<file path="config.mk">
export PLATFORM = sky130hd
export DESIGN_NAME = pipe5_bus_arbiter_flat
export DESIGN_NICKNAME = d
export VERILOG_FILES = /design/src/rtl/pipe5_bus_arbiter_if.sv /design/src/rtl/pipe5_bus_arbiter.sv /design/src/flat_wrapper.sv
export SDC_FILE = /design/constraint.sdc
export NUM_CORES = 1
export LEC_CHECK = 0
export BUFFER_PORTS_ARGS = -buffer_cell sky130_fd_sc_hd__buf_2
export CELL_PAD_IN_SITES_DETAIL_PLACEMENT = 0
export CELL_PAD_IN_SITES_GLOBAL_PLACEMENT = 2
export CORE_MARGIN = 4
export CORE_UTILIZATION = 10
export DETAILED_ROUTE_END_ITERATION = 10
export GPL_TIMING_DRIVEN = 0
export HOLD_SLACK_MARGIN = 0.03
export PLACE_DENSITY_LB_ADDON = 0.05
export SYNTH_ARGS = -nofsm -noshare
export SYNTH_HDL_FRONTEND = slang
export SYNTH_SLANG_ARGS = --single-unit
</file>
<file path="constraint.sdc">
create_clock -name CLK -period 1.9 [get_ports CLK]
set_input_delay 0.285 -clock CLK [delete_from_list [all_inputs] [get_ports CLK]]
set_output_delay 0.285 -clock CLK [all_outputs]
set_load 0.02 [all_outputs]
</file>
<file path="src/rtl/pipe5_bus_arbiter_if.sv">
// Bus bundle for pipe5_bus_arbiter: fetch port, data port and the shared downstream bus.
// slave is the arbiter's view; master is the view of the requesters plus the downstream memory.
interface pipe5_bus_arbiter_if #(
   parameter int ADDR_W = 32,
   parameter int DATA_W = 32
);
   logic                i_ren;
   logic [ADDR_W-1:0]   i_addr;
   logic [DATA_W-1:0]   i_rdata;
   logic                i_busy;

   logic                d_ren;
   logic                d_wen;
   logic [ADDR_W-1:0]   d_addr;
   logic [DATA_W-1:0]   d_wdata;
   logic [DATA_W/8-1:0] d_byte_en;
   logic [DATA_W-1:0]   d_rdata;
   logic                d_busy;

   logic                m_ren;
   logic                m_wen;
   logic [ADDR_W-1:0]   m_addr;
   logic [DATA_W-1:0]   m_wdata;
   logic [DATA_W/8-1:0] m_byte_en;
   logic [DATA_W-1:0]   m_rdata;
   logic                m_busy;

   modport slave (
      input  i_ren, i_addr, d_ren, d_wen, d_addr, d_wdata, d_byte_en, m_rdata, m_busy,
      output i_rdata, i_busy, d_rdata, d_busy, m_ren, m_wen, m_addr, m_wdata, m_byte_en
   );

   modport master (
      output i_ren, i_addr, d_ren, d_wen, d_addr, d_wdata, d_byte_en, m_rdata, m_busy,
      input  i_rdata, i_busy, d_rdata, d_busy, m_ren, m_wen, m_addr, m_wdata, m_byte_en
   );
endinterface

</file>
<file path="src/rtl/pipe5_bus_arbiter.sv">
// Fetch/data arbiter onto one bus: 1-cycle arbitration, grant held until m_busy low, data wins ties.
// Build option PIPE5_ARB_FAIRNESS_EN forces a fetch grant after STARVE_LIMIT data grants.
module pipe5_bus_arbiter #(
   parameter int ADDR_W       = 32,
   parameter int DATA_W       = 32,
   parameter int STARVE_LIMIT = 4
) (
   input  logic               CLK,
   input  logic               nRST,
   pipe5_bus_arbiter_if.slave bus
);
   typedef enum logic [1:0] {IDLE = 2'd0, GNT_I = 2'd1, GNT_D = 2'd2} state_t;

   state_t              r_state;
   state_t              w_next_state;
   logic                w_d_req;
   logic                w_force_i;
   logic [ADDR_W-1:0]   w_m_addr;
   logic [DATA_W-1:0]   w_m_wdata;
   logic [DATA_W/8-1:0] w_m_byte_en;

   if (STARVE_LIMIT < 1 || STARVE_LIMIT > 15) begin : g_bad_starve_limit
      $error("pipe5_bus_arbiter: STARVE_LIMIT must be within 1..15");
   end

   assign w_d_req = bus.d_ren | bus.d_wen;

   always_ff @(posedge CLK or negedge nRST) begin
      if (!nRST) r_state <= IDLE;
      else       r_state <= w_next_state;
   end

`ifdef PIPE5_ARB_FAIRNESS_EN
   localparam logic [3:0] LIMIT = 4'(STARVE_LIMIT);
   logic [3:0] r_starve_cnt;

   assign w_force_i = bus.i_ren && (r_starve_cnt == LIMIT);

   // Counts data completions that overtook a waiting fetch.
   always_ff @(posedge CLK or negedge nRST) begin
      if (!nRST) begin
         r_starve_cnt <= '0;
      end else if (r_state == IDLE && (w_next_state == GNT_I || !bus.i_ren)) begin
         r_starve_cnt <= '0;
      end else if (r_state == GNT_D && w_d_req && !bus.m_busy && bus.i_ren
                   && r_starve_cnt < LIMIT) begin
         r_starve_cnt <= r_starve_cnt + 4'd1;
      end
   end
`else
   assign w_force_i = 1'b0;
`endif

   always_comb begin
      w_next_state = r_state;
      case (r_state)
         IDLE: begin
            if (w_force_i)      w_next_state = GNT_I;
            else if (w_d_req)   w_next_state = GNT_D;
            else if (bus.i_ren) w_next_state = GNT_I;
         end
         GNT_I:   if (!bus.i_ren || !bus.m_busy) w_next_state = IDLE;
         GNT_D:   if (!w_d_req   || !bus.m_busy) w_next_state = IDLE;
         default: w_next_state = IDLE;
      endcase
   end

   // Strobes depend only on state and the owner's request, never on m_busy.
   always_comb begin
      bus.m_ren   = 1'b0;
      bus.m_wen   = 1'b0;
      w_m_addr    = '0;
      w_m_wdata   = '0;
      w_m_byte_en = '0;
      bus.i_busy  = 1'b1;
      bus.d_busy  = 1'b1;
      case (r_state)
         GNT_I: begin
            if (bus.i_ren) begin
               bus.m_ren   = 1'b1;
               w_m_addr    = bus.i_addr;
               w_m_byte_en = '1;
               bus.i_busy  = bus.m_busy;
            end
         end
         GNT_D: begin
            if (w_d_req) begin
               bus.m_ren   = bus.d_ren;
               bus.m_wen   = bus.d_wen;
               w_m_addr    = bus.d_addr;
               w_m_wdata   = bus.d_wdata;
               w_m_byte_en = bus.d_byte_en;
               bus.d_busy  = bus.m_busy;
            end
         end
         default: ;
      endcase
   end

   assign bus.m_addr    = w_m_addr;
   assign bus.m_wdata   = w_m_wdata;
   assign bus.m_byte_en = w_m_byte_en;
   assign bus.i_rdata   = bus.m_rdata;
   assign bus.d_rdata   = bus.m_rdata;
endmodule

</file>
<file path="src/flat_wrapper.sv">
// flat-port wrapper written by rule: the top's interface ports become plain ports
module pipe5_bus_arbiter_flat 
#(
   parameter int ADDR_W       = 32,
   parameter int DATA_W       = 32,
   parameter int STARVE_LIMIT = 4
)
  (CLK, nRST, bus_i_ren, bus_i_addr, bus_d_ren, bus_d_wen, bus_d_addr, bus_d_wdata, bus_d_byte_en, bus_m_rdata, bus_m_busy, bus_i_rdata, bus_i_busy, bus_d_rdata, bus_d_busy, bus_m_ren, bus_m_wen, bus_m_addr, bus_m_wdata, bus_m_byte_en);
  pipe5_bus_arbiter_if #(.ADDR_W(ADDR_W), .DATA_W(DATA_W)) bus_i ();
  input  logic CLK;
  input  logic nRST;
  input wire logic [$bits(bus_i.i_ren)-1:0] bus_i_ren;
  input wire logic [$bits(bus_i.i_addr)-1:0] bus_i_addr;
  input wire logic [$bits(bus_i.d_ren)-1:0] bus_d_ren;
  input wire logic [$bits(bus_i.d_wen)-1:0] bus_d_wen;
  input wire logic [$bits(bus_i.d_addr)-1:0] bus_d_addr;
  input wire logic [$bits(bus_i.d_wdata)-1:0] bus_d_wdata;
  input wire logic [$bits(bus_i.d_byte_en)-1:0] bus_d_byte_en;
  input wire logic [$bits(bus_i.m_rdata)-1:0] bus_m_rdata;
  input wire logic [$bits(bus_i.m_busy)-1:0] bus_m_busy;
  output wire logic [$bits(bus_i.i_rdata)-1:0] bus_i_rdata;
  output wire logic [$bits(bus_i.i_busy)-1:0] bus_i_busy;
  output wire logic [$bits(bus_i.d_rdata)-1:0] bus_d_rdata;
  output wire logic [$bits(bus_i.d_busy)-1:0] bus_d_busy;
  output wire logic [$bits(bus_i.m_ren)-1:0] bus_m_ren;
  output wire logic [$bits(bus_i.m_wen)-1:0] bus_m_wen;
  output wire logic [$bits(bus_i.m_addr)-1:0] bus_m_addr;
  output wire logic [$bits(bus_i.m_wdata)-1:0] bus_m_wdata;
  output wire logic [$bits(bus_i.m_byte_en)-1:0] bus_m_byte_en;
  assign bus_i.i_ren = bus_i_ren;
  assign bus_i.i_addr = bus_i_addr;
  assign bus_i.d_ren = bus_d_ren;
  assign bus_i.d_wen = bus_d_wen;
  assign bus_i.d_addr = bus_d_addr;
  assign bus_i.d_wdata = bus_d_wdata;
  assign bus_i.d_byte_en = bus_d_byte_en;
  assign bus_i.m_rdata = bus_m_rdata;
  assign bus_i.m_busy = bus_m_busy;
  assign bus_i_rdata = bus_i.i_rdata;
  assign bus_i_busy = bus_i.i_busy;
  assign bus_d_rdata = bus_i.d_rdata;
  assign bus_d_busy = bus_i.d_busy;
  assign bus_m_ren = bus_i.m_ren;
  assign bus_m_wen = bus_i.m_wen;
  assign bus_m_addr = bus_i.m_addr;
  assign bus_m_wdata = bus_i.m_wdata;
  assign bus_m_byte_en = bus_i.m_byte_en;
  pipe5_bus_arbiter #(.ADDR_W(ADDR_W), .DATA_W(DATA_W), .STARVE_LIMIT(STARVE_LIMIT)) u_core (.CLK(CLK), .nRST(nRST), .bus(bus_i));
endmodule
</file>
==> impl_metrics.py <==
metrics = {
    "detailed_routing": {
        "wirelength_mm": 9.50,
        "vias": 2406,
        "dr.pass1.iters": 4,
        "post_drt_via_cell_ratio": 3.66,
        "drt_iter0_drc": 20,
        "postRouteAntennaNets": 0,
        "drc": 0,
        "wl_per_cell_um": 14.4,
    },
    "global_route": {
        "antenna_found_initial": 2,
        "grt_overflow": 0,
        "grt_pass1_wl_mm": 13.5,
        "grt_pass1_vias": 2457,
        "grt_usage": 0.0969,
        "grt_max_degree": 11,
    },
    "sta": {
        "maxSlewHeadroom": 0.868,
        "slew_viol_final": 0,
        "rsz0062_at_grt": "true",
        "timing.final.crit_share": 1.06,
        "fmax_mhz": 496,
        "setup_viol": 66,
        "tightestPinTransition_ns": 0.196,
        "worst_clock_skew_ns": 0.00161,
        "tns_ns": -4.06,
        "worst_slack_ns": -0.116,
        "final_hold_viol_count": 0,
        "fin_crit_ns": 2.02,
    },
    "synthesis": {
        "synth_warnings": 0,
        "synth_nets": 354,
        "synth_area_um2": 1520,
        "yosysUniqueCellTypes": 23,
        "seq_area_frac_synth": 0.0330,
        "synthCells": 211,
        "syn_avg_cell_area_um2": 7.19,
        "synth-seq-cells": 2,
    },
    "pwr": {
        "leakage_nw": 1.95,
        "vdd_ir_drop_max_uv": 235,
        "power_w": 0.00346,
        "power_density_nw_per_um2": 923,
    },
    "floorplanning": {
        "rows": 44,
        "fp.dieArea_um2": 17200,
        "die_w_um": 131,
        "initial_core_util": 0.103,
        "die_h_um": 131,
        "io_pins": 274,
        "fp.coreArea_um2": 14700,
    },
    "finish": {
        "top_register": "u_core.r_state",
        "drive_gt1_frac": 0.819,
        "final_cell_mix": "buf_2 (203), buf_4 (110), nor2b_1 (35)",
        "largest_register_ffs": 2,
        "layout_commonest_cell": "buf_2",
        "largestRegisters": "u_core.r_state x2",
        "area_delta_synth_final_pct": 147,
        "diodes": 0,
        "nets": 619,
    },
    "run": {
        "drv_cap": 0,
    },
    "clock_network": {
        "clk_pin_slew_ns": 0.03,
        "clk_latency_ns": 0.22,
        "cts_tree": "yes",
        "clockBufferDepth": 2,
        "cts_root_buffer": "clkbuf_16",
        "cts_buffers": 3,
        "htreeDepth": 1,
        "clock_sinks": 2,
    },
    "setup_path": {
        "r2r_end": "u_core.r_state[1]",
        "cp-end-kind": "primary output",
        "reg2reg_from": "u_core.r_state[1]",
        "cp.arrival_ns": 1.73,
        "reg2regPathDepth": 9,
        "cp_max_fo": 5,
        "crit_start": "u_core.r_state[1]",
        "reg2reg_setup_slack_ns": 0.12,
        "cp-start-kind": "flop",
        "crit_path_end": "bus_m_addr[28]",
        "cp.required_ns": 1.62,
        "criticalPathCategory": "flop to primary output",
    },
    "placement": {
        "io_buffers": 241,
        "gp_congestion": 0.687,
        "dpl.hpwl_mm": 7.93,
    },
    "run_status": {
        "status": "finished, violations left",
        "violations": "negative setup slack",
    },
    "hold_path": {
        "worstHoldPathType": "primary input to async pin",
    },
}
through the flow:
step           utilization  area, µm²  worst slack, ns  std cells  hold WS (ns)
6_report             0.255       3750           -0.116        658         0.376
5_1_grt              0.255       3750           -0.196        658         0.389
4_1_cts              0.237       3480           -0.143        653         0.381
3_5_place_dp         0.201       2950           -0.425        636        0.0755
3_3_place_gp         0.201       2950           -0.421        636        0.0714
2_1_floorplan            -       1520            0.112        211       -0.0106
kinds of logic after synthesis:
logic type / Yosys count / share of synthesized area
compound gates: 47 / 0.222
fa+ha+maj: 5 / 0.0413
buf+inv: 81 / 0.391
flops: 2 / 0.0330
simple gates: 76 / 0.313
where the power goes:
part / internal (W) / switching [W]
registers: 0.0000573 / 0.0000202
logic: 0.00160 / 0.00146
clock network: 0.000268 / 0.0000471
total: 0.00193 / 0.00153
worst min path at each step:
stage | to | slack, ns | cells after the start
3_5_place_dp | u_core.r_state[0] | 0.08 | 1
3_3_place_gp | u_core.r_state[0] | 0.07 | 1
2_1_floorplan | u_core.r_state[0] | -0.01 | 0
5_1_grt | u_core.r_state[1] | 0.39 | 2
4_1_cts | u_core.r_state[1] | 0.38 | 2
6_report | u_core.r_state[1] | 0.38 | 2
cell usage after synthesis:
| cell type | n | share of area |
|---|---|---|
| a32oi_1 | 1 | 0.0058 |
| nand3b_1 | 1 | 0.0050 |
| a21oi_1 | 5 | 0.016 |
| a21boi_0 | 2 | 0.0099 |
| nand2b_1 | 2 | 0.0082 |
| ha_1 | 5 | 0.041 |
| buf_1 | 1 | 0.0025 |
| nor2_1 | 1 | 0.0025 |
| o21ai_1 | 1 | 0.0033 |
| o21a_1 | 2 | 0.0099 |
| o22ai_1 | 1 | 0.0041 |
| buf_6 | 5 | 0.037 |
| a22oi_1 | 31 | 0.15 |
| o21ai_2 | 1 | 0.0058 |
| o21ai_0 | 1 | 0.0033 |
| dfrtp_1 | 2 | 0.033 |
| buf_4 | 67 | 0.33 |
| clkbuf_1 | 6 | 0.015 |
| nor2b_1 | 38 | 0.16 |
| o31ai_1 | 1 | 0.0050 |
| and2_1 | 34 | 0.14 |
| o211ai_1 | 1 | 0.0050 |
| inv_1 | 2 | 0.0050 |
timing repair:
item                                    in CTS  in global routing
gates cloned                                 2                  3
hold buffers                                 1                  0
pin swaps                                   11                 25
buffers inserted                            12                  2
gates resized for setup                     92                 39
hold endpoints to repair                     2                  0
endpoints found under the setup margin      70                 68
metal layers:
metal | vias to the layer above | share of wire | global-route usage
met5 | - | 0.0022 | 0
met4 | 4 | 0.0026 | 0.0105
met3 | 6 | 0.14 | 0.0516
met2 | 165 | 0.52 | 0.182
met1 | 1060 | 0.34 | 0.0983
li1 | 1171 | - | -
critical path, cell delays in order, from the launching register on:
cell and delay (ns):
dfrtp_1 0.41, buf_6 0.14, ha_4 0.15, o21a_4 0.13, buf_12 0.14, clkbuf_16 0.15
a22oi_2 0.14, nor2b_1 0.07, buf_4 0.16
area by class of cell:
type / instances / area [µm²]
buffer: 78 / 686
multi-input combinational: 128 / 1120
fill: 1630 / 11000
tap: 184 / 230
inverter: 2 / 10.0
sequential: 2 / 51.3
timing repair buffer: 261 / 1570
clock buffer: 3 / 75.1
Power figures use the tool's default switching activity.
